**src/rtl/debug_pkg.sv**
```systemverilog
// Shared debug/trace definitions: opcode constants common with decode,
// the trace entry layout and the overflow counter width.
package debug_pkg;

   localparam logic [3:0] OP_LD = 4'h5;
   localparam logic [3:0] OP_ST = 4'h6;

   localparam int OVF_W        = 8;
   localparam int TRACE_DATA_W = 8;

   typedef struct packed {
      logic                    is_ld;
      logic [TRACE_DATA_W-1:0] data;
   } trace_entry_t;

   // Saturating increment for the overflow counter.
   function automatic logic [OVF_W-1:0] sat_inc(input logic [OVF_W-1:0] v);
      return (&v) ? v : v + OVF_W'(1);
   endfunction

endpackage

```
**src/rtl/debug_trace_fifo.sv**
```systemverilog
// Show-ahead FIFO with optional overwrite-oldest on full and a synchronous
// clear. The head is presented combinationally from registered state.
module debug_trace_fifo #(
   parameter int W     = 9,
   parameter int DEPTH = 16
) (
   input  logic                       clk,
   input  logic                       rst,
   input  logic                       push,
   input  logic                       pop,
   input  logic                       overwrite,
   input  logic                       clear,
   input  logic [W-1:0]               din,
   output logic [W-1:0]               dout,
   output logic [$clog2(DEPTH):0]     count,
   output logic                       full,
   output logic                       empty
);

   localparam int AW = $clog2(DEPTH);
   localparam int CW = AW + 1;

   logic [W-1:0]  mem [DEPTH];
   logic [AW-1:0] wr_ptr;
   logic [AW-1:0] rd_ptr;
   logic          do_pop;
   logic          do_write;
   logic          adv_rd;

   assign full  = (count == CW'(DEPTH));
   assign empty = (count == '0);
   assign dout  = mem[rd_ptr];

   // A full FIFO still accepts a push when the head leaves in the same cycle
   // or when the oldest entry may be overwritten (which also advances the head).
   assign do_pop   = pop && !empty;
   assign do_write = push && (!full || do_pop || overwrite);
   assign adv_rd   = do_pop || (push && full && overwrite);

   // NOTE: sequential state uses non-blocking assignments so every register
   // samples pre-edge values regardless of process ordering.
   always_ff @(posedge clk or posedge rst) begin
      if (rst) begin
         wr_ptr <= '0;
         rd_ptr <= '0;
         count  <= '0;
      end else if (clear) begin
         wr_ptr <= '0;
         rd_ptr <= '0;
         count  <= '0;
      end else begin
         if (do_write) wr_ptr <= wr_ptr + AW'(1);
         if (adv_rd)   rd_ptr <= rd_ptr + AW'(1);
         count <= count + CW'(do_write) - CW'(adv_rd);
      end
   end

   // NOTE: the storage array has no reset; validity is tracked by count alone,
   // which keeps the array mappable to plain RAM.
   always_ff @(posedge clk) begin
      if (do_write && !clear) mem[wr_ptr] <= din;
   end

endmodule

```
**src/rtl/debug_trace_buffer.sv**
```systemverilog
// Legacy last-value debug register plus a tagged ST/LD trace FIFO drained by
// a debug host over valid/ready, with a saturating overflow counter.
module debug_trace_buffer
   import debug_pkg::*;
#(
   parameter int               DATA_W = 8,
   parameter int               OPC_W  = 4,
   parameter int               DEPTH  = 16,
   parameter logic [OPC_W-1:0] OP_ST  = OPC_W'(debug_pkg::OP_ST),
   parameter logic [OPC_W-1:0] OP_LD  = OPC_W'(debug_pkg::OP_LD)
) (
   input  logic                   clk,
   input  logic                   rst,
   input  logic                   capture_en,
   input  logic                   ring_mode,
   input  logic                   clear,
   input  logic [OPC_W-1:0]       opcode,
   input  logic [DATA_W-1:0]      st_data,
   input  logic [DATA_W-1:0]      ld_data,
   output logic [DATA_W-1:0]      debug_dout,
   output logic                   trc_valid,
   input  logic                   trc_ready,
   output logic [DATA_W:0]        trc_data,
   output logic [$clog2(DEPTH):0] count,
   output logic                   full,
   output logic                   empty,
   output logic [OVF_W-1:0]       overflow_cnt
);

   logic              is_st;
   logic              is_ld;
   logic              push;
   logic              pop;
   logic              ovf_event;
   logic [DATA_W-1:0] sel_data;

   assign is_st    = (opcode == OP_ST);
   assign is_ld    = (opcode == OP_LD);
   assign sel_data = is_ld ? ld_data : st_data;
   assign push     = (is_st || is_ld) && capture_en;
   assign pop      = trc_valid && trc_ready;
   assign trc_valid = !empty;

   // Full without a simultaneous pop loses an entry: the new one when
   // dropping, the oldest one when overwriting. Either counts as overflow.
   assign ovf_event = push && full && !pop && !clear;

   debug_trace_fifo #(
      .W     (DATA_W + 1),
      .DEPTH (DEPTH)
   ) u_fifo (
      .clk       (clk),
      .rst       (rst),
      .push      (push),
      .pop       (pop),
      .overwrite (ring_mode),
      .clear     (clear),
      .din       ({is_ld, sel_data}),
      .dout      (trc_data),
      .count     (count),
      .full      (full),
      .empty     (empty)
   );

   // Legacy register follows every ST/LD regardless of capture_en and clear.
   always_ff @(posedge clk or posedge rst) begin
      if (rst) begin
         debug_dout <= '0;
      end else if (is_st) begin
         debug_dout <= st_data;
      end else if (is_ld) begin
         debug_dout <= ld_data;
      end
   end

   always_ff @(posedge clk or posedge rst) begin
      if (rst) begin
         overflow_cnt <= '0;
      end else if (clear) begin
         overflow_cnt <= '0;
      end else if (ovf_event) begin
         overflow_cnt <= sat_inc(overflow_cnt);
      end
   end

endmodule

```
**config.mk**
```make
export PLATFORM = sky130hd
export DESIGN_NAME = debug_trace_buffer
export DESIGN_NICKNAME = d
export VERILOG_FILES = /design/src/rtl/debug_pkg.sv /design/src/rtl/debug_trace_fifo.sv /design/src/rtl/debug_trace_buffer.sv
export SDC_FILE = /design/constraint.sdc
export NUM_CORES = 1
export LEC_CHECK = 0
export ABC_AREA = 1
export BUFFER_PORTS_ARGS = -buffer_cell sky130_fd_sc_hd__clkbuf_2
export CAP_MARGIN = 25
export CORE_AREA = 2 2 142 144
export DETAILED_ROUTE_END_ITERATION = 16
export DIE_AREA = 0 0 144 146
export PLACE_DENSITY = 0.61
export SLEW_MARGIN = 30
export SYNTH_ARGS = -nofsm -noshare
export SYNTH_HDL_FRONTEND = slang
export SYNTH_SLANG_ARGS = --single-unit
```
**constraint.sdc**
```tcl
create_clock -name clk -period 2.3 [get_ports clk]
set_input_delay 0.345 -clock clk [delete_from_list [all_inputs] [get_ports clk]]
set_output_delay 0.345 -clock clk [all_outputs]
set_load 0.01 [all_outputs]
```
==> Yosys cells after proc, flatten, opt, wreduce, memory -nomap -nowiden <==
Memory sizes are Yosys's and may differ from the RTL's.
Cells that the tools add are included.
{ "op_classes": {"muxes": 13, "multipliers": 0, "n_eq_ne": 4, "bitwise_logic": 0, "div": 0, "n_shift": 0, "n_reduce_logical": 24, "magnitude_cmp": 0, "addsub": 5} }
{ "ops": {"columns": ["op", "n"], "rows": [
  ["$mux W8", 6],
  ["$mux W4", 4],
  ["$logic_and A1 B1 Y1", 9],
  ["$add A4 B1 Y4 const B", 2],
  ["$add A8 B1 Y8 const B", 1],
  ["$eq A4 B3 Y1 const B", 2],
  ["$reduce_and A8 Y1", 1],
  ["$reduce_bool A2 Y1", 4],
  ["$add A5 B1 Y5", 1],
  ["$eq A5 B5 Y1 const B", 1],
  ["$logic_not A5 Y1", 1],
  ["$mux W5", 1],
  ["$sub A5 B1 Y5", 1],
  ["$logic_not A1 Y1", 4],
  ["$logic_or A1 B1 Y1", 4],
  ["$mux W1", 2],
  ["$ne A2 B2 Y1 const B", 1],
  ["$reduce_and A2 Y1", 1]
]} }
{ "word_totals": {"latchBits": 0, "word_cells": 52, "mem_count": 1, "reg_bits": 29, "rom_bits": 0, "out_inout_bits": 33, "inputBits": 26, "ramBits": 144} }
{ "memory_table": {"columns": ["name", "words", "width", "read_ports", "rd_clocked_by_memory_dff", "write_ports", "line_no", "text"], "rows": [
  ["u_fifo.mem", 16, 9, 1, 0, 1, "debug_trace_fifo.sv:23", "logic [W-1:0] mem [DEPTH];"]
]} }

==> Depth between registers and ports, before layout <==
Gate-level depths: netlist of run 1.
{ "depth": {"word_depth": 10, "ltp_mapped": 17, "mapped_depth_nobuf": 17} }

==> Modules after synthesis <==
From an unflattened synthesis of run 1, not the netlist that was laid out.
{ "unflattened": {"cells_unflattened": 874, "area_unflattened_um2": 8366.8} }
{ "modules_own_cells": {"columns": ["module", "area_per_inst_um2", "seq_area_each_um2", "cells_per_inst", "instances"], "rows": [
  ["debug_trace_fifo", 7349.5, 4649.5, 731, 1],
  ["debug_trace_buffer", 1017.2, 400.4, 143, 1]
]} }

==> Worst setup path after synthesis of run 1 <==
Ideal clock, no wire load.
{ "synth_timing": {"kind": "flip-flop to flip-flop", "start": "reg u_fifo.count[3]", "end": "reg u_fifo.count[4]", "path_stages_with_launch": 18, "setup_ps": 77, "n_path_buf": 0, "setup_slack_ps": -386, "required_ps": 2223, "t_arrival_ps": 2608, "period_less_slack_ps": 2686, "cell_sequence": "dfrtp_1 inv_1 ha_1 nand2_1 nor2_1 inv_1 nand2_1 nand2_2 ha_1 inv_1 ha_1 inv_1 fa_1 inv_1 a21oi_1 o21bai_1 o21ai_0 a21oi_1"} }
{ "synth_via": {"elab_chain_len": 10, "elab_cells_between_ends": 15, "cone_classes": "2 x add/sub; 1 x eq/ne; 1 x mux; 11 x reduce/logical"} }
{ "synth_rtl": {"columns": ["element", "line_no", "text"], "rows": [
  ["start: declaration", "debug_trace_fifo.sv:15", "output logic [$clog2(DEPTH):0] count,"],
  ["start signal: assignment", "debug_trace_fifo.sv:54", "count <= count + CW'(do_write) - CW'(adv_rd);"],
  ["$logic_not A5 Y1 *", "debug_trace_fifo.sv:31", "assign empty = (count == '0);"],
  ["net empty", "debug_trace_buffer.sv:26", "output logic empty,"],
  ["$logic_not A1 Y1 *", "debug_trace_buffer.sv:42", "assign trc_valid = !empty;"],
  ["net trc_valid", "debug_trace_buffer.sv:21", "output logic trc_valid,"],
  ["$logic_and A1 B1 Y1", "debug_trace_buffer.sv:41", "assign pop = trc_valid && trc_ready;"],
  ["$logic_and A1 B1 Y1 *", "debug_trace_fifo.sv:36", "assign do_pop = pop && !empty;"],
  ["$logic_or A1 B1 Y1 (2 in a row)", "debug_trace_fifo.sv:37", "assign do_write = push && (!full || do_pop || overwrite);"],
  ["$logic_and A1 B1 Y1", "debug_trace_fifo.sv:37", null],
  ["$add A5 B1 Y5", "debug_trace_fifo.sv:54", null],
  ["$sub A5 B1 Y5 *", "debug_trace_fifo.sv:54", null],
  ["$mux W5 *", "debug_trace_fifo.sv:47", "end else if (clear) begin"]
]} }
The timed path passes the listed nets; every way through them passes the cells marked *.
A chain may end at the register's enable or synchronous reset.

==> Final worst setup path of run 1 <==
{ "layout_timing": {"start": "reg u_fifo.rd_ptr[0]", "end": "out trc_data[8]"} }
{ "layout_via": {"elab_chain_len": 1} }
{ "layout_rtl": {"columns": ["element", "line_no", "text"], "rows": [
  ["start: declaration", "debug_trace_fifo.sv:25", "logic [AW-1:0] rd_ptr;"],
  ["start signal: assignment", "debug_trace_fifo.sv:53", "if (adv_rd) rd_ptr <= rd_ptr + AW'(1);"],
  ["$mem_v2 Z16 W9", null, null],
  ["end: declaration", "debug_trace_buffer.sv:23", "output logic [DATA_W:0] trc_data,"]
]} }
No other way between the ends.

==> summary.md, run 1 <==
| Metric | Value |
|---|---|
| Via-to-Cell Ratio | 5.02 |
| Crit path cell chain | buf_4 > bufbuf_16 > o211ai_1 > nand3_1 > nand2_1 > o21ai_2 > clkbuf_2 |
| Slew Limit Fails | 0 |
| DP Cell Count | 1,044 |
| Top_reg_cell synth | edfxtp_1 |
| Critical path data arrival time | 2.04 ns |
| Area grow syn2layout | 26.5% |
| Vias in the first global route | 5,465 |
| Worst-path maximum fanout | 17 |
| CTS buffer count | 17 |
| Largest net degree at the start of global routing | 40 |
| Clock slew at the register clock pins of the worst setup and hold paths | 0.06 ns |
| Post-route setup slack | -0.0863 ns |
| Async S/R FF share, synth | 16.8% |
| Crit path capture type | primary output |
| # rows | 51 |
| Total power | 9.36 mW |
| DIE HEIGHT | 146 um |
| Share of cells above drive strength 1 | 27.8% |
| CP peak stage delay | 0.48 ns |
| Initial drt markers | 378 |
| Initial antenna violation count | 0 |
| CTS Sinks | 173 |
| Bufs on Longest Clock Path | 2 |
| Fin util | 50.1% |
| Final Skew | 0.00854 ns |
| Post-detailed-route wirelength per cell | about 17 um |
| CP Class | reg2out |
| Sequential power share | 38.2% |
| Count of input and output buffers | 58 |
| Sw frac | 30.9% |
| Core area | 19,300 um2 |
| Net Count, Synth | 735 |
| Gr ovfl total | 0 |
| Count leader, synth | edfxtp_1 |
| Post-synth top cells | edfxtp_1, nor2_1, nand2_1 |
| WL final | about 19 mm |
| Avg Inst Size Synth | 11.0 um2 |
| Fin crit share | 104% |
| Post-route cell area | 9680 um2 |
| Post-synth EDFFs | 144 |
| DRC | 0 |
| Worst path top cell family by delay | buffers and inverters |
| Worst VDD drop | 0.621 mV |
| Yosys reg bits | 173 |
| HPWL after detailed placement | roughly 12 mm |
| Netlist cell types | 37 |
| Leakage power | between 3 and 4 nW |
| First-pass GRT wire length | 29.4 mm |
| CTS tree | yes |
| Crit path buffers/inverters | 3 |
| Slew margin rel. | ~50% |
| Critical Path Slowest Stage Cell | dfrtp_2 |
| Worst hold path type | in2async |
| FMAX | ~420 MHz |
| Post-synth top area share | 56.5% |
| Place WS | -0.164 ns |
| Post-Synthesis Cells | 696 |
| CP startpoint kind | register |
| Fillcell total | between 1,500 and 2,000 |
| Num ports | just under 60 |
| Detailed Routing Iterations Pass 1 | 6 |
| Worst-margin pin slew | 0.737 ns |
| Initial core utilization | 39.6% |
| Status | finished, violations left |
| Worst Path Required | ~2.0 ns |
| Vias post-DR | 5,473 |
| Seq/Total Area, Yosys | 66.0% |
| R2r setup slk | 0 ns |
| Largest cells by area after synthesis | edfxtp_1, dfrtp_1, nor2_1 |
| RSZ-0062 raised after global routing | yes |
| Antenna viol nets, final | 0 |
| FF-to-FF path depth | 16 |
| Layout Nets | 853 |
| Synth Warn # | 0 |
| GRT Overall Usage | 18.5% |
| Failing checks | negative setup slack |
| P_int | 6.47 mW |
| Fin crit period | 2.39 ns |
| Final Hold Viols | 0 |
| Die area | 21,000 um2 |
| Post-synth top area cell | edfxtp_1 |
| Clk pwr share | 31.0% |
| Fin cells | 1,091 |
| Die X | 144 um |
| Placed cell areas | approximately 8700 um2 |
| Worst-Skew Late Latency | approximately 0.43 ns |
| Comb pwr share | 30.8% |
| RD Place Congestion | 0.827 |
| Ant diodes | 0 |
| # H-tree levels | 4 |
| RR Startpoint | u_fifo.count[3]$_DFF_PP0_ |
| Switching power | 2.89 mW |
| Worst reg2reg path endpoint | u_fifo.count[4]$_DFF_PP0_ |
| # setup viols final | 8 |
| Hold buffers post-CTS | 0 |
| Synth Cell Area | 7660 um2 |
| Root Buffer | clkbuf_16 |
| Pwr/cell area | 967 nW/um2 |
| Max-Cap Viols | 0 |
==> cell families (layout without fill, tap and decap cells) <==
| kind of cell | Yosys count | after routing | share of synthesized area [%] |
|---|---|---|---|
| AO/OA/AOI/OAI | 128 | 128 | 9.56 |
| flip-flops | 173 | 173 | 66.0 |
| buffers and inverters | 84 | 214 | 4.62 |
| AND/OR/NAND/NOR | 292 | 292 | 16.9 |
| XOR/XNOR | 6 | 6 | 0.686 |
| adder cells (fa/ha/maj) | 13 | 13 | 2.22 |
==> sequential cells by signal, indices dropped and copies added (netlist names) <==
| name | count |
|---|---|
| u_fifo.rd_ptr | 4 |
| debug_dout | 8 |
| u_fifo.wr_ptr | 4 |
| u_fifo.count | 5 |
| overflow_cnt | 8 |
| u_fifo.mem | 144 |
==> cells in the final DEF (no fill, tap or decap), types with 11 or more instances in the layout <==
| master | count |
|---|---|
| clkbuf_16 | 18 |
| o21ai_0 | 43 |
| o21ai_2 | 11 |
| o21ai_1 | 31 |
| edfxtp_1 | 144 |
| nand3_2 | 11 |
| o211ai_1 | 25 |
| inv_1 | 42 |
| clkbuf_2 | 55 |
| nand2_1 | 82 |
| nand3_1 | 45 |
| dfrtp_1 | 27 |
| buf_4 | 56 |
| nor2_1 | 98 |
==> through the flow <==
| stage | setup TNS, ns | hold slack (ns) |
|---|---|---|
| 2_1_floorplan | -0.159 | 0.423 |
| 3_3_place_gp | -0.0537 | 0.490 |
| 3_5_place_dp | -0.164 | 0.494 |
| 4_1_cts | -0.422 | 0.0444 |
| 5_1_grt | -1.47 | 0.0994 |
| 6_report | -0.352 | 0.0140 |
==> worst max path at each step <==
stage                            startpoint                   endpoint  slack, ns  cells past startpoint
6_report       u_fifo.rd_ptr[0]$_DFFE_PP0P_                trc_data[8]      -0.09                      7
4_1_cts        u_fifo.rd_ptr[0]$_DFFE_PP0P_                trc_data[6]      -0.06                     10
2_1_floorplan     u_fifo.count[3]$_DFF_PP0_  u_fifo.count[4]$_DFF_PP0_      -0.16                     16
3_5_place_dp      u_fifo.count[2]$_DFF_PP0_  u_fifo.count[4]$_DFF_PP0_      -0.16                     16
3_3_place_gp      u_fifo.count[2]$_DFF_PP0_  u_fifo.count[4]$_DFF_PP0_      -0.05                     16
5_1_grt        u_fifo.rd_ptr[0]$_DFFE_PP0P_                trc_data[3]      -0.17                     10
==> cell type report <==
cell class	count	area (um2)	area share, %
inverters	53	204	2.11
flip-flops and latches	173	5050	52.2
repair buffers	130	1030	10.6
multi-input cells	439	2470	25.5
clock buffers	17	425	4.39
well taps	265	332	3.42
clock inverters	14	166	1.72
==> power by group through the flow <==
stage / clock network, mW / logic, mW / registers [mW]
finish: 2.90 / 2.88 / 3.58
global route: 3.08 / 3.19 / 3.59
detailed placement: 0 / 2.37 / 3.64
CTS: 2.94 / 2.83 / 3.58
floorplan: 0 / 1.40 / 3.66
global placement: 0 / 2.34 / 3.64
==> routing by layer <==
| layer | vias to the layer above | routed length, um | GRT usage (%) | share of wire (%) |
|---|---|---|---|---|
| met4 | 0 | 347 | 5.69 | 1.9 |
| met5 | - | 0 | 0 | 0 |
| li1 | 2672 | - | - | - |
| met1 | 2611 | 8410 | 25.5 | 45 |
| met2 | 167 | 8840 | 29.3 | 47 |
| met3 | 23 | 1020 | 4.28 | 5.5 |
==> timing repair <==
| item | 4_1_cts | 5_1_grt |
|---|---|---|
| cloned | 5 | 1 |
| endpoints found under the hold margin | 0 | 0 |
| gates resized for setup | 57 | 27 |
| pin swaps | 29 | 15 |
| endpoints found under the setup margin | 10 | 10 |
| buffers inserted | 10 | 4 |
Power figures use the tool's default switching activity.
==> run 2, diff against run 1 <==
--- a/config.mk
+++ b/config.mk
@@ -11,8 +11,10 @@
 export CORE_AREA = 2 2 142 144
 export DETAILED_ROUTE_END_ITERATION = 16
 export DIE_AREA = 0 0 144 146
-export PLACE_DENSITY = 0.61
+export GPL_TIMING_DRIVEN = 0
+export PLACE_DENSITY = 0.59
 export SLEW_MARGIN = 30
 export SYNTH_ARGS = -nofsm -noshare
 export SYNTH_HDL_FRONTEND = slang
 export SYNTH_SLANG_ARGS = --single-unit
+export TNS_END_PERCENT = 50
==> constraint.sdc (replaced) <==
create_clock -name clk -period 2.5 [get_ports clk]
set_input_delay 0.375 -clock clk [delete_from_list [all_inputs] [get_ports clk]]
set_output_delay 0.375 -clock clk [all_outputs]
set_load 0.01 [all_outputs]
==> summary.md, run 2 (synthesized netlist as in run 1, its figures left out) <==
| Metric | Value |
|---|---|
| Final Hold Viols | 0 (unchanged) |
| Vias post-DR | 5,436 (was 5,473) |
| Largest net degree at the start of global routing | 30 (was 40) |
| # setup viols final | 0 (was 8) |
| Worst reg2reg path endpoint | u_fifo.count[4]$_DFF_PP0_ (unchanged) |
| Worst-margin pin slew | 0.780 ns (was 0.737 ns) |
| R2r setup slk | 0.04 ns (was 0 ns) |
| FF-to-FF path depth | 16 (unchanged) |
| Fin crit period | 2.46 ns |
| # rows | 51 (unchanged) |
| Worst-Skew Late Latency | 0.42 ns (was 0.43 ns) |
| DIE HEIGHT | 146 um (unchanged) |
| Worst hold path type | in2async (unchanged) |
| Die area | 21,000 um2 (unchanged) |
| Num ports | 59 (unchanged) |
| Most flops, register | u_fifo.mem (unchanged) |
| Pwr/cell area | 886 nW/um2 (was 967 nW/um2) |
| RD Place Congestion | 0.851 (was 0.827) |
| Crit path launch | u_fifo.count[2]$_DFF_PP0_ (was u_fifo.rd_ptr[0]$_DFFE_PP0P_) |
| Commonest non-fill, non-tap cell in the layout | edfxtp_1 (unchanged) |
| Antenna viol nets, final | 0 (unchanged) |
| Final Skew | 0.00684 ns (was 0.00854 ns) |
| Max-Cap Viols | 0 (unchanged) |
| Largest registers | u_fifo.mem: 144 flops, debug_dout: 8 flops, overflow_cnt: 8 flops (unchanged) |
| Layout Nets | 839 (was 853) |
| Worst-path maximum fanout | 3 (was 17) |
| Vias in the first global route | 5,158 (was 5,465) |
| Initial drt markers | 501 (was 378) |
| CTS Sinks | 173 (unchanged) |
| CP Class | reg2reg (was reg2out) |
| RR Startpoint | u_fifo.count[2]$_DFF_PP0_ (was u_fifo.count[3]$_DFF_PP0_) |
| Most frequent cells in the layout | edfxtp_1, nor2_1, nand2_1 (unchanged) |
| Placed cell areas | 8530 um2 (was 8690 um2) |
| WL final | 19.9 mm (was 18.6 mm) |
| Crit path capture type | register (was primary output) |
| Worst VDD drop | 0.607 mV (was 0.621 mV) |
| CTS buffer count | 17 (unchanged) |
| First-pass GRT wire length | 30.0 mm (was 29.4 mm) |
| Area grow syn2layout | 22.3% (was 26.5%) |
| # H-tree levels | 4 (unchanged) |
| Via-to-Cell Ratio | 5.04 (was 5.02) |
| Largest register FFs | 144 (unchanged) |
| Post-detailed-route wirelength per cell | 18.5 um (was 17.1 um) |
| DRC | 0 (unchanged) |
| Hold buffers post-CTS | 0 (unchanged) |
| Bufs on Longest Clock Path | 2 (unchanged) |
| Root Buffer | clkbuf_16 (unchanged) |
| Detailed Routing Iterations Pass 1 | 4 (was 6) |
| Initial antenna violation count | 0 (unchanged) |
| Fin crit share | slightly below 100% |
| Clock slew at the register clock pins of the worst setup and hold paths | 0.07 ns (was 0.06 ns) |
| RSZ-0062 raised after global routing | yes (unchanged) |
| Slew Limit Fails | 0 (unchanged) |
| Status | finished clean (was finished, violations left) |
| Initial core utilization | 39.6% (unchanged) |
| Leakage power | 3.57 nW (was 3.76 nW) |
| Post-route cell area | 9360 um2 (was 9680 um2) |
| Gr ovfl total | 0 (unchanged) |
| CTS tree | yes (unchanged) |
| GRT Overall Usage | 19.3% (was 18.5%) |
| Total power | 8.30 mW (was 9.36 mW) |
| Count of input and output buffers | 58 (unchanged) |
| HPWL after detailed placement | 13.8 mm (was 11.6 mm) |
| Slew margin rel. | 47.7% (was 50.8%) |
| Core area | 19,300 um2 (unchanged) |
| Worst Path Required | 2.81 ns (was 1.96 ns) |
| CP startpoint kind | register (unchanged) |
| Ant diodes | 0 (unchanged) |
| FMAX | between 400 and 500 MHz |
| WHS | 0.0214 ns (was 0.0140 ns) |
| Crit path capture | u_fifo.count[4]$_DFF_PP0_ (was trc_data[8]) |
| Die X | 144 um (unchanged) |
| Share of cells above drive strength 1 | 25.8% (was 27.8%) |
| Critical path data arrival time | 2.77 ns (was 2.04 ns) |
## run 2: changes by cell type in the layout (fill, tap and decap cells not counted), sizes merged
cell / before / now
buf: 73 / 48
clkbuf: 73 / 87
clkinvlp: 2 / 5
clkinv: 9 / 7
inv: 53 / 51
bufbuf: 1 / 0
## run 2: critical path, stage by stage, from the launching register on
cell	delay [ns]
dfrtp_1	0.38
inv_1	0.11
ha_4	0.15
nand2_4	0.06
nor2_4	0.16
nand4_4	0.11
nand2_4	0.10
ha_4	0.20
inv_4	0.05
ha_4	0.12
inv_2	0.04
fa_2	0.37
inv_2	0.07
a21oi_2	0.05
o21bai_1	0.20
buf_4	0.14
a21oi_1	0.05
## run 2: worst min path at each step
stage                                          from                         to  depth (start not counted)
after global routing                            rst  debug_dout[0]$_DFFE_PP0N_                          2
after CTS                                       rst  debug_dout[0]$_DFFE_PP0N_                          2
final                                           rst  debug_dout[0]$_DFFE_PP0N_                          2
after floorplan                                 rst  debug_dout[0]$_DFFE_PP0N_                          1
after detailed placement  debug_dout[7]$_DFFE_PP0N_  debug_dout[7]$_DFFE_PP0N_                          2
after global placement    debug_dout[7]$_DFFE_PP0N_  debug_dout[7]$_DFFE_PP0N_                          2
## run 2: what timing repair did
action / in CTS / in global routing
setup buffers: 3 / 10
pin swaps: 3 / 14
gates resized for setup: 22 / 47
cloned: 0 / 1
endpoints found under the setup margin: 12 / 46
## run 2: metrics by stage
step	setup TNS, ns	worst slack [ns]	instances	utilization (%)
finish	0	0.0356	1078	48.4
global route	-0.206	-0.135	1078	48.4
global placement	-136.01	-1.31	1019	43.1
floorplan	0	0.0122	696	-
detailed placement	-1.23	-0.167	1032	44.1
CTS	-0.0000504	-0.0000504	1067	47.5
## run 2: power breakdown
group / switching (mW) / internal (mW)
clock network: 1.09 / 1.56
registers: 0.0910 / 3.21
logic: 1.43 / 0.917
total: 2.61 / 5.69
## run 2: area by class of cell
cell class / count / area [um2]
buffer: 31 / 201
clock buffer: 19 / 433
clock inverter: 13 / 149
fill: 1796 / 9970
inverter: 53 / 205
multi-input combinational: 439 / 2460
sequential: 173 / 5050
tap: 265 / 332
timing repair buffer: 85 / 527
## run 2: metal layers
metal | track usage (%) | up-vias | share of wire [%]
li1 | - | 2632 | -
met1 | 27.8 | 2617 | 46
met2 | 29.4 | 166 | 47
met3 | 4.28 | 21 | 6.3
met4 | 5.44 | 0 | 1.3
met5 | 0 | - | 0
==> run 3, diff against run 2 <==
--- a/config.mk
+++ b/config.mk
@@ -8,13 +8,14 @@
 export ABC_AREA = 1
 export BUFFER_PORTS_ARGS = -buffer_cell sky130_fd_sc_hd__clkbuf_2
 export CAP_MARGIN = 25
-export CORE_AREA = 2 2 142 144
+export CORE_AREA = 2 2 148 150
 export DETAILED_ROUTE_END_ITERATION = 16
-export DIE_AREA = 0 0 144 146
+export DIE_AREA = 0 0 150 152
 export GPL_TIMING_DRIVEN = 0
 export PLACE_DENSITY = 0.59
 export SLEW_MARGIN = 30
 export SYNTH_ARGS = -nofsm -noshare
 export SYNTH_HDL_FRONTEND = slang
+export SYNTH_HIERARCHICAL = 1
 export SYNTH_SLANG_ARGS = --single-unit
 export TNS_END_PERCENT = 50
==> summary.md, run 3 <==
| Metric | Value |
|---|---|
| Via-to-Cell Ratio | 4.86 (was 5.04) |
| Avg Inst Size Synth | 9.57 um2 (was 11.0 um2) |
| FF-to-FF path depth | 18 (was 16) |
| RD Place Congestion | 0.860 (was 0.851) |
| Most flops, register | u_fifo/mem (was u_fifo.mem) |
| Gr ovfl total | 0 (unchanged) |
| Crit path capture type | primary output (was register) |
| Worst VDD drop | 0.677 mV (was 0.607 mV) |
| Initial antenna violation count | 0 (unchanged) |
| CP startpoint kind | register (unchanged) |
| Commonest non-fill, non-tap cell in the layout | nand2_1 (was edfxtp_1) |
| CP dominant cell by count | nand3_1 (was ha_4) |
| FMAX | 414 MHz (was 406 MHz) |
| Most frequent cells in the layout | nand2_1, inv_1, nand3_1 (was edfxtp_1, nor2_1, nand2_1) |
| Final Skew | 0.0166 ns (was 0.00684 ns) |
| Status | finished clean (unchanged) |
| # H-tree levels | 4 (unchanged) |
| Max-Cap Viols | 0 (unchanged) |
| WHS Path Cells | 2 |
| Largest registers | u_fifo/mem: 144 flops, debug_dout: 8 flops, overflow_cnt: 8 flops (was u_fifo.mem: 144 flops, debug_dout: 8 flops, overflow_cnt: 8 flops) |
| Worst path top cell family by delay | simple AND/OR/NAND/NOR gates (was adder cells) |
| WL final | 21.4 mm (was 19.9 mm) |
| Critical Path Slowest Stage Cell | dfrtp_1 (unchanged) |
| Largest cells by area after synthesis | edfxtp_1, nand2_1, nand3_1 (was edfxtp_1, dfrtp_1, nor2_1) |
| Synth Cell Area | 8370 um2 (was 7660 um2) |
| Die X | 150 um (was 144 um) |
| Initial drt markers | 458 (was 501) |
| Critical path data arrival time | 2.04 ns (was 2.77 ns) |
| Vias in the first global route | 5,824 (was 5,158) |
| Leakage power | 4.45 nW (was 3.57 nW) |
| Netlist cell types | 34 (was 37) |
| Root Buffer | clkbuf_16 (unchanged) |
| Synth Warn # | 6 (was 0) |
| Post-detailed-route wirelength per cell | 16.9 um (was 18.5 um) |
| Final setup TNS | 0 ns (unchanged) |
| DIE HEIGHT | 152 um (was 146 um) |
| Layout Nets | 1,014 (was 839) |
| Yosys reg bits | 173 (unchanged) |
| Final Hold Viols | 0 (unchanged) |
| Count of input and output buffers | 58 (unchanged) |
| Core area | 21,400 um2 (was 19,300 um2) |
| # setup viols final | 0 (unchanged) |
| Post-Synthesis Cells | 874 (was 696) |
| CP Class | reg2out (was reg2reg) |
| CP peak stage delay | 0.47 ns (was 0.38 ns) |
| Area grow syn2layout | 18.9% (was 22.3%) |
| Top_reg_cell synth | edfxtp_1 (unchanged) |
| Share of cells above drive strength 1 | 22.8% (was 25.8%) |
| Clock slew at the register clock pins of the worst setup and hold paths | 0.06 ns (was 0.07 ns) |
| Worst-Skew Late Latency | 0.44 ns (was 0.42 ns) |
| Pwr/cell area | 856 nW/um2 (was 886 nW/um2) |
| First-pass GRT wire length | 33.1 mm (was 30.0 mm) |
| Min-delay src | clear |
| Crit path buffers/inverters | 2 (was 5) |
| Worst hold path type | in2reg (was in2async) |
| Post-synth top area cell | edfxtp_1 (unchanged) |
| Worst Path Required | 2.12 ns (was 2.81 ns) |
| Vias post-DR | 6,168 (was 5,436) |
| Antenna viol nets, final | 0 (unchanged) |
| Post-synth EDFFs | 144 (unchanged) |
| Seq/Total Area, Yosys | 60.4% (was 66.0%) |
| Fin crit share | 96.6% (was 98.6%) |
| Worst-margin pin slew | 0.930 ns (was 0.780 ns) |
| Ant diodes | 0 (unchanged) |
| Async S/R FF share, synth | 16.8% (unchanged) |
| Worst Hold Path EP | u_fifo/count[0]$_DFF_PP0_ |
| GRT Overall Usage | 19.5% (was 19.3%) |
| Detailed Routing Iterations Pass 1 | 7 (was 4) |
| Crit path cell chain | buf_2 > or2_2 > nand3_1 > nand3_1 > nand3_1 > nand2_1 > clkbuf_2 (was inv_1 > ha_4 > nand2_4 > nor2_4 > nand4_4 > nand2_4 > ha_4 > inv_4 > ha_4 > inv_2 > fa_2 > inv_2 > a21oi_2 > o21bai_1 > buf_4 > a21oi_1) |
| Fin crit period | 2.41 ns (was 2.46 ns) |
| Num ports | 59 (unchanged) |
| CTS tree | yes (unchanged) |
| CTS Sinks | 173 (unchanged) |
| # rows | 54 (was 51) |
| WHS | 0.136 ns (was 0.0214 ns) |
| Post-synth top area share | 51.7% (was 56.5%) |
| HPWL after detailed placement | 15.1 mm (was 13.8 mm) |
| Slew Limit Fails | 0 (unchanged) |
| DRC | 0 (unchanged) |
| Worst reg2reg path endpoint | u_fifo/count[4]$_DFF_PP0_ (was u_fifo.count[4]$_DFF_PP0_) |
| Bufs on Longest Clock Path | 2 (unchanged) |
| Worst-path maximum fanout | 10 (was 3) |
| Post-synth top cells | nand2_1, inv_1, nand3_1 (was edfxtp_1, nor2_1, nand2_1) |
| Post-route cell area | 9940 um2 (was 9360 um2) |
| R2r setup slk | 0.11 ns (was 0.04 ns) |
| RSZ-0062 raised after global routing | yes (unchanged) |
| Slew margin rel. | 37.8% (was 47.7%) |
| Initial core utilization | 39.2% (was 39.6%) |
| Largest register FFs | 144 (unchanged) |
| Count leader, synth | nand2_1 (was edfxtp_1) |
| Net Count, Synth | 913 (was 735) |
| RR Startpoint | u_fifo/count[2]$_DFF_PP0_ (was u_fifo.count[2]$_DFF_PP0_) |
| Largest net degree at the start of global routing | 26 (was 30) |
| Die area | 22,800 um2 (was 21,000 um2) |
| CTS buffer count | 17 (unchanged) |
| Placed cell areas | 9210 um2 (was 8530 um2) |
run 3: cell count changes in the layout (fill, tap and decap cells not counted), moves of 8 or more:
cell,delta
o21ai_1,-18
o21ai_0,-55
nor2_1,-73
inv_1,+117
o21a_1,-9
nor3_2,-8
nand3_1,+95
o211ai_1,-17
nand2_1,+134
or2_2,+12
run 3: layout make-up:
| cell class | count | area [um2] |
|---|---|---|
| plain buffers | 32 | 230 |
| clock buffers | 20 | 437 |
| clock inverters | 12 | 88.8 |
| fillers | 2051 | 11400 |
| inverters | 176 | 682 |
| multi-input cells | 493 | 2600 |
| flip-flops and latches | 173 | 5050 |
| well taps | 280 | 350 |
| repair buffers | 82 | 507 |
run 3: kinds of logic after synthesis:
group	Yosys count	synth area share (%)
simple gates	455	25.1
xor+xnor	5	0.523
fa+ha+maj	13	2.03
compound gates	20	1.47
flops	173	60.4
buf+inv	208	10.6
run 3: worst max-delay path by stage:
stage / startpoint / end / slack (ns) / cells after the start
global placement: opcode[2] / u_fifo/mem[13][6]$_DFFE_PP_ / -1.11 / 7
CTS: u_fifo/count[2]$_DFF_PP0_ / u_fifo/count[4]$_DFF_PP0_ / 0.004 / 20
floorplan: opcode[2] / u_fifo/count[4]$_DFF_PP0_ / -0.02 / 21
finish: u_fifo/rd_ptr[0]$_DFFE_PP0P_ / trc_data[3] / 0.09 / 7
global route: u_fifo/count[2]$_DFF_PP0_ / u_fifo/count[4]$_DFF_PP0_ / -0.06 / 20
detailed placement: opcode[2] / u_fifo/count[4]$_DFF_PP0_ / -0.44 / 23
run 3: stage by stage:
step / setup WS [ns] / instances / util (%) / total power, mW
after floorplan: -0.0213 / 874 / - / 4.99
after global placement: -1.11 / 1212 / 42.6 / 5.83
after detailed placement: -0.445 / 1218 / 43.1 / 5.86
after CTS: 0.00416 / 1256 / 45.9 / 8.35
after global routing: -0.0624 / 1268 / 46.6 / 8.96
final: 0.0852 / 1268 / 46.6 / 8.51
run 3: routing by layer:
metal  track usage [%]  vias up  routed length, um
met3              3.87       16               1350
met2              31.5      201              10300
met5                 0        -                  0
li1                  -     3006                  -
met1              26.9     2945               9380
met4              5.21        0                361
run 3: timing repair:
item | in CTS | in global routing
setup buffers | 5 | 12
resized for setup | 9 | 18
endpoints found under the setup margin | 5 | 8
hold endpoints to repair | 13 | 0
pin swaps | 1 | 11
hold buffers | 1 | 0
run 3: power by group:
group / total, mW / switching (mW) / internal (mW)
combinational: 2.78 / 1.73 / 1.04
clock: 2.42 / 1.14 / 1.28
sequential: 3.31 / 0.0942 / 3.22
total: 8.51 / 2.96 / 5.54
run 3: worst reg2reg max path: stages (launching register included):
cell	delay [ns]
dfrtp_1	0.39
inv_2	0.09
ha_4	0.16
buf_6	0.12
nand2_4	0.05
nor2_4	0.15
nand2_4	0.10
nand2_4	0.10
ha_4	0.20
inv_4	0.05
ha_4	0.13
inv_2	0.03
fa_2	0.34
inv_2	0.06
nand2_2	0.05
nand2_2	0.06
a21oi_2	0.06
nor2_1	0.10
nor2_1	0.05
